File: config.mk
export PLATFORM = sky130hd
export DESIGN_NAME = alu_serial_driver
export DESIGN_NICKNAME = d
export VERILOG_FILES = /design/src/rtl/alu_serial_driver.sv
export SDC_FILE = /design/constraint.sdc
export NUM_CORES = 1
export LEC_CHECK = 0
export CORE_UTILIZATION = 46
export DETAILED_ROUTE_END_ITERATION = 16
export GPL_TIMING_DRIVEN = 0
export PLACE_DENSITY = 0.87
export REMOVE_ABC_BUFFERS = 1
export SETUP_SLACK_MARGIN = 0.4
export SYNTH_ARGS = -nofsm -noshare
export SYNTH_HDL_FRONTEND = slang
export SYNTH_SLANG_ARGS = --single-unit
File: constraint.sdc
create_clock -name clk -period 2.5 [get_ports clk]
set_clock_uncertainty 0.15 [all_clocks]
set_input_delay 0.625 -clock clk [delete_from_list [all_inputs] [get_ports clk]]
set_output_delay 0.625 -clock clk [all_outputs]
set_load 0.01 [all_outputs]
File: src/rtl/alu_serial_driver.sv
// alu_serial_driver: drives one combinational 1-bit ALU slice through all WIDTH
// bit positions, LSB first. Requests arrive on a valid/ready handshake. The
// assembled word and its flags are returned on a second valid/ready handshake.
//
// state | meaning
// IDLE  | ready for a request; slice drive outputs held at 0
// PASS1 | one bit per cycle: the requested op (slt runs its subtract here)
// PASS2 | slt only: second sweep, Less fed with the sign captured in PASS1
// DONE  | response held until resp_ready
module alu_serial_driver #(
    parameter int WIDTH = 8,
    parameter int CNT_W = $clog2(WIDTH)
) (
    input  logic             clk,
    input  logic             rst_n,
    input  logic             req_valid,
    output logic             req_ready,
    input  logic [2:0]       req_op,
    input  logic [WIDTH-1:0] req_a,
    input  logic [WIDTH-1:0] req_b,
    output logic             resp_valid,
    input  logic             resp_ready,
    output logic [WIDTH-1:0] resp_result,
    output logic             resp_zero,
    output logic             resp_carry,
    output logic             resp_overflow,
    output logic             slice_a,
    output logic             slice_b,
    output logic             slice_binvert,
    output logic             slice_carryin,
    output logic [2:0]       slice_operation,
    output logic             slice_less,
    input  logic             slice_result,
    input  logic             slice_carryout,
    input  logic             slice_set,
    input  logic             slice_overflow
);

    typedef enum logic [1:0] {S_IDLE, S_PASS1, S_PASS2, S_DONE} state_t;

    localparam logic [CNT_W-1:0] LAST_IDX = CNT_W'(WIDTH - 1);
    localparam logic [2:0]       OP_SUB   = 3'b110;
    localparam logic [2:0]       OP_SLT   = 3'b111;

    state_t             r_state;
    state_t             w_state_nxt;
    logic [WIDTH-1:0]   r_a;
    logic [WIDTH-1:0]   r_b;
    logic [2:0]         r_op;
    logic [CNT_W-1:0]   r_idx;
    logic               r_carry;
    logic               r_set;
    logic [WIDTH-1:0]   r_result;
    logic               r_resp_carry;
    logic               r_resp_overflow;

    logic               w_accept;
    logic               w_last;
    logic               w_binv;

    assign w_accept = req_valid && (r_state == S_IDLE);
    assign w_last   = (r_idx == LAST_IDX);
    // sub and slt both subtract, so B is inverted and the carry chain seeded with 1
    assign w_binv   = (r_op[2:1] == 2'b11);

    // State register
    always_ff @(posedge clk or negedge rst_n) begin
        if (!rst_n) begin
            r_state <= S_IDLE;
        end else begin
            r_state <= w_state_nxt;
        end
    end

    // Next-state decode
    always_comb begin
        w_state_nxt = r_state;
        case (r_state)
            S_IDLE:  if (w_accept) w_state_nxt = S_PASS1;
            S_PASS1: if (w_last) w_state_nxt = (r_op == OP_SLT) ? S_PASS2 : S_DONE;
            S_PASS2: if (w_last) w_state_nxt = S_DONE;
            S_DONE:  if (resp_ready) w_state_nxt = S_IDLE;
            default: w_state_nxt = S_IDLE;
        endcase
    end

    // Operand latch, bit index, carry chain and result assembly
    always_ff @(posedge clk or negedge rst_n) begin
        if (!rst_n) begin
            r_a             <= '0;
            r_b             <= '0;
            r_op            <= '0;
            r_idx           <= '0;
            r_carry         <= 1'b0;
            r_set           <= 1'b0;
            r_result        <= '0;
            r_resp_carry    <= 1'b0;
            r_resp_overflow <= 1'b0;
        end else begin
            case (r_state)
                S_IDLE: begin
                    if (w_accept) begin
                        r_a     <= req_a;
                        r_b     <= req_b;
                        r_op    <= req_op;
                        r_idx   <= '0;
                        r_carry <= (req_op[2:1] == 2'b11);
                    end
                end
                S_PASS1: begin
                    r_result[r_idx] <= slice_result;
                    if (w_last) begin
                        r_resp_carry    <= slice_carryout;
                        r_resp_overflow <= slice_overflow;
                        r_set           <= slice_set;
                        r_idx           <= '0;
                        // PASS2 restarts the subtract chain; ignored when going to DONE
                        r_carry         <= 1'b1;
                    end else begin
                        r_idx   <= r_idx + 1'b1;
                        r_carry <= slice_carryout;
                    end
                end
                S_PASS2: begin
                    r_result[r_idx] <= slice_result;
                    r_carry         <= slice_carryout;
                    r_idx           <= w_last ? '0 : r_idx + 1'b1;
                end
                default: ;
            endcase
        end
    end

    // Slice drive and handshake outputs; everything not in use is held at 0
    always_comb begin
        req_ready       = 1'b0;
        resp_valid      = 1'b0;
        resp_result     = '0;
        resp_zero       = 1'b0;
        resp_carry      = 1'b0;
        resp_overflow   = 1'b0;
        slice_a         = 1'b0;
        slice_b         = 1'b0;
        slice_binvert   = 1'b0;
        slice_carryin   = 1'b0;
        slice_operation = 3'b000;
        slice_less      = 1'b0;
        case (r_state)
            S_IDLE: req_ready = 1'b1;
            S_PASS1: begin
                slice_a         = r_a[r_idx];
                slice_b         = r_b[r_idx];
                slice_binvert   = w_binv;
                slice_carryin   = r_carry;
                slice_operation = (r_op == OP_SLT) ? OP_SUB : r_op;
            end
            S_PASS2: begin
                slice_a         = r_a[r_idx];
                slice_b         = r_b[r_idx];
                slice_binvert   = 1'b1;
                slice_carryin   = r_carry;
                slice_operation = OP_SLT;
                slice_less      = (r_idx == '0) ? r_set : 1'b0;
            end
            S_DONE: begin
                resp_valid    = 1'b1;
                resp_result   = r_result;
                resp_zero     = (r_result == '0);
                resp_carry    = r_resp_carry;
                resp_overflow = r_resp_overflow;
            end
            default: ;
        endcase
    end

endmodule

==> impl_metrics.yaml <==
critical_path:
  crit_fanout: 2
  rr_worst_depth: 8
  crit_required_ns: 1.73
  timing.rr.start: "r_state[0]"
  startpoint_type: "flip-flop"
  r2r_end: "r_state[0]"
  arrival_ns: 1.52
  end_kind: "primary output"
  reg2reg_slack_ns: 0.46
  crit_type: "reg -> out"
power:
  total_switching_power_w: 0.00134
  total_power_w: 0.00373
  ir_drop_uv: 749
  clkPwrFrac_pct: 9.9
  leakage_nw: 1.20
  power.internal_w: 0.00238
  p_seq_share_pct: 30.2
  combPwrFrac_pct: 60.0
  cellPowerDensity_mw_per_mm2: 1360
  swShare_pct: 36.0
grt:
  grt_max_degree: 37
  antenna_found_initial: 0
  grt_pass1_wl_um: 6820
  grt.overflow.total: 0
  grtUsageTotal_pct: 21.5
  grt_pass1_vias: 1491
floorplan:
  initial_utilization_pct: 49.6
  fp.dieW_um: 66.0
  core_area_mm2: 0.00380
  die_h_um: 66.0
  fp-row-count: 22
  io_pins: 48
  dieArea_mm2: 0.00435
sta:
  relSlewSlack_pct: 48.5
  setup_viol: 0
  fin_hold_ws_ns: 0.257
  hold_violations: 0
  fmax_mhz: 436
  slew_viol_final: 0
  min_period_ns: 2.30
  fin_crit_sh_pct: 91.8
  rsz0062_at_grt: "true"
  worst_slack_ns: 0.205
  tightest_slew_ns: 0.773
route:
  via_count: 1444
  vias_per_cell: 5.23
  first_iter_violations: 37
  wire_per_inst_um: 15.1
  drtPass1Iterations: 4
  drt_wl_total_um: 4160
  antenna_left: 0
  drc: 0
run_status:
  outcome: "completed"
yosys:
  synth_area_leaders: "dfrtp_1 48%, mux2_2 18%, ha_1 5.3%"
  synth_edf_count: 0
  ys_types: 31
  netlist_instances: 160
  synth_area_mm2: 0.00188
  ys_warn_count: 0
  synthFlopType: "dfrtp_1"
  synth_area_leader_cell: "dfrtp_1"
  yosysSeqAreaShare_pct: 47.8
  synth_seq_cells: 36
  async_flop_share_pct: 100
  syn_avg_cell_area_um2: 11.8
  yosysTopAreaCellShare_pct: 47.8
clock_tree:
  path_clk_slew_ns: 0.07
  clkSinkCount: 36
  cts_hold_buf: 0
  root_buffer: "clkbuf_8"
  insertion_delay_ns: 0.29
  cts_tree: "yes"
  cts_inserted_buffers: 5
  cts_htree_levels: 2
  clock_path_buffers: 2
placed_design:
  dp_hpwl_um: 2600
  dp_worst_setup_slack_ns: -0.225
  dp_cells: 251
  place_congestion: 0.787
  place_area_mm2: 0.00238
  numPortBuffers: 47
cells_and_area:
  num-nets-final: 265
  fin_cells: 276
  syn2layout_area_growth_pct: 46.0
  drive_above_1_share_pct: 46.9
  design_area_mm2: 0.00275
  n_antenna_cell: 0
  num-fill-cells: 260
job:
  drv_cap: 0
min_path:
  hp-class: "in -> async"
[critical path: stages, from the launching register on]
cell and delay, ns:
dfrtp_1 0.38, or4_1 0.55, nor4_2 0.14, buf_2 0.16
[power groups by stage]
stage	clock [W]	combinational [W]	sequential [W]
detailed placement	0	0.00162	0.00112
floorplan	0	0.00108	0.00105
finish	0.000367	0.00224	0.00112
global placement	0	0.00157	0.00110
global route	0.000399	0.00241	0.00116
CTS	0.000377	0.00196	0.00109
[worst max path at each step]
stage | start | endpoint | slack (ns) | depth (start not counted)
final | r_result[1] | resp_zero | 0.20 | 3
after global routing | r_result[1] | resp_zero | 0.16 | 3
after CTS | r_result[1] | resp_zero | 0.19 | 3
after detailed placement | r_state[1] | slice_binvert | -0.22 | 5
after global placement | r_state[1] | slice_binvert | -0.16 | 5
after floorplan | r_state[0] | slice_binvert | 0.35 | 4
[layout by cell type, fill, tap and decap left out, types with 5 or more instances in the layout]
master	Yosys	final
clkdlybuf4s50_1	0	25
buf_4	1	11
clkbuf_8	1	5
and2_4	0	10
nand2_1	9	8
mux2_2	30	30
buf_2	0	9
nor2_1	13	13
mux2i_1	8	6
nor2b_1	6	5
dfrtp_1	36	32
buf_6	0	18
[per-stage QoR]
stage                     utilization [%]  setup TNS (ns)
after floorplan                         -               0
after global placement               62.8           -4.71
after detailed placement             62.6          -0.613
after CTS                            68.5               0
after global routing                 72.4               0
final                                72.4               0
[state kept, by name, indices dropped and copies added (netlist names)]
register,cells
r_resp_carry,1
r_result,8
r_a,8
r_carry,1
r_b,8
r_op,3
r_idx,3
r_resp_overflow,1
r_set,1
r_state,2
[logic make-up after synthesis]
group	synth area share [%]
compound gates	7.51
simple gates	14.8
fa+ha+maj	5.32
flops	47.8
buf+inv	2.33
mux	22.2
[layer usage]
layer / GRT usage, % / routed length [um] / vias to the layer above
li1: - / - / 701
met1: 23.7 / 1750 / 688
met2: 37.5 / 2120 / 44
met3: 6.03 / 166 / 11
met4: 10.9 / 121 / 0
met5: 0 / 0 / -
[synth_stat cells (2+ instances only)]
library cell	instances
mux2i_1	8
o21ai_0	3
nor2b_1	6
ha_1	8
dfrtp_1	36
and2_1	11
a21oi_1	4
mux2_2	30
nor2_1	13
a32o_1	3
inv_1	4
o21a_1	3
clkbuf_1	2
o22ai_1	4
nand2_1	9
[layout make-up]
type                       instances  area, um^2  area share [%]
timing repair buffer              67         641            23.3
tap                               48        60.1            2.18
sequential                        36         906            33.0
clock buffer                       5        68.8            2.50
multi-input combinational        116        1050            38.3
inverter                           4        20.0           0.728
[repair_timing]
item / in CTS / in global routing
hold endpoints to repair: 0 / 0
pin swaps: 6 / 6
setup endpoints to repair: 21 / 20
gates resized for setup: 109 / 27
setup buffers: 17 / 3
Power figures use the tool's default switching activity.
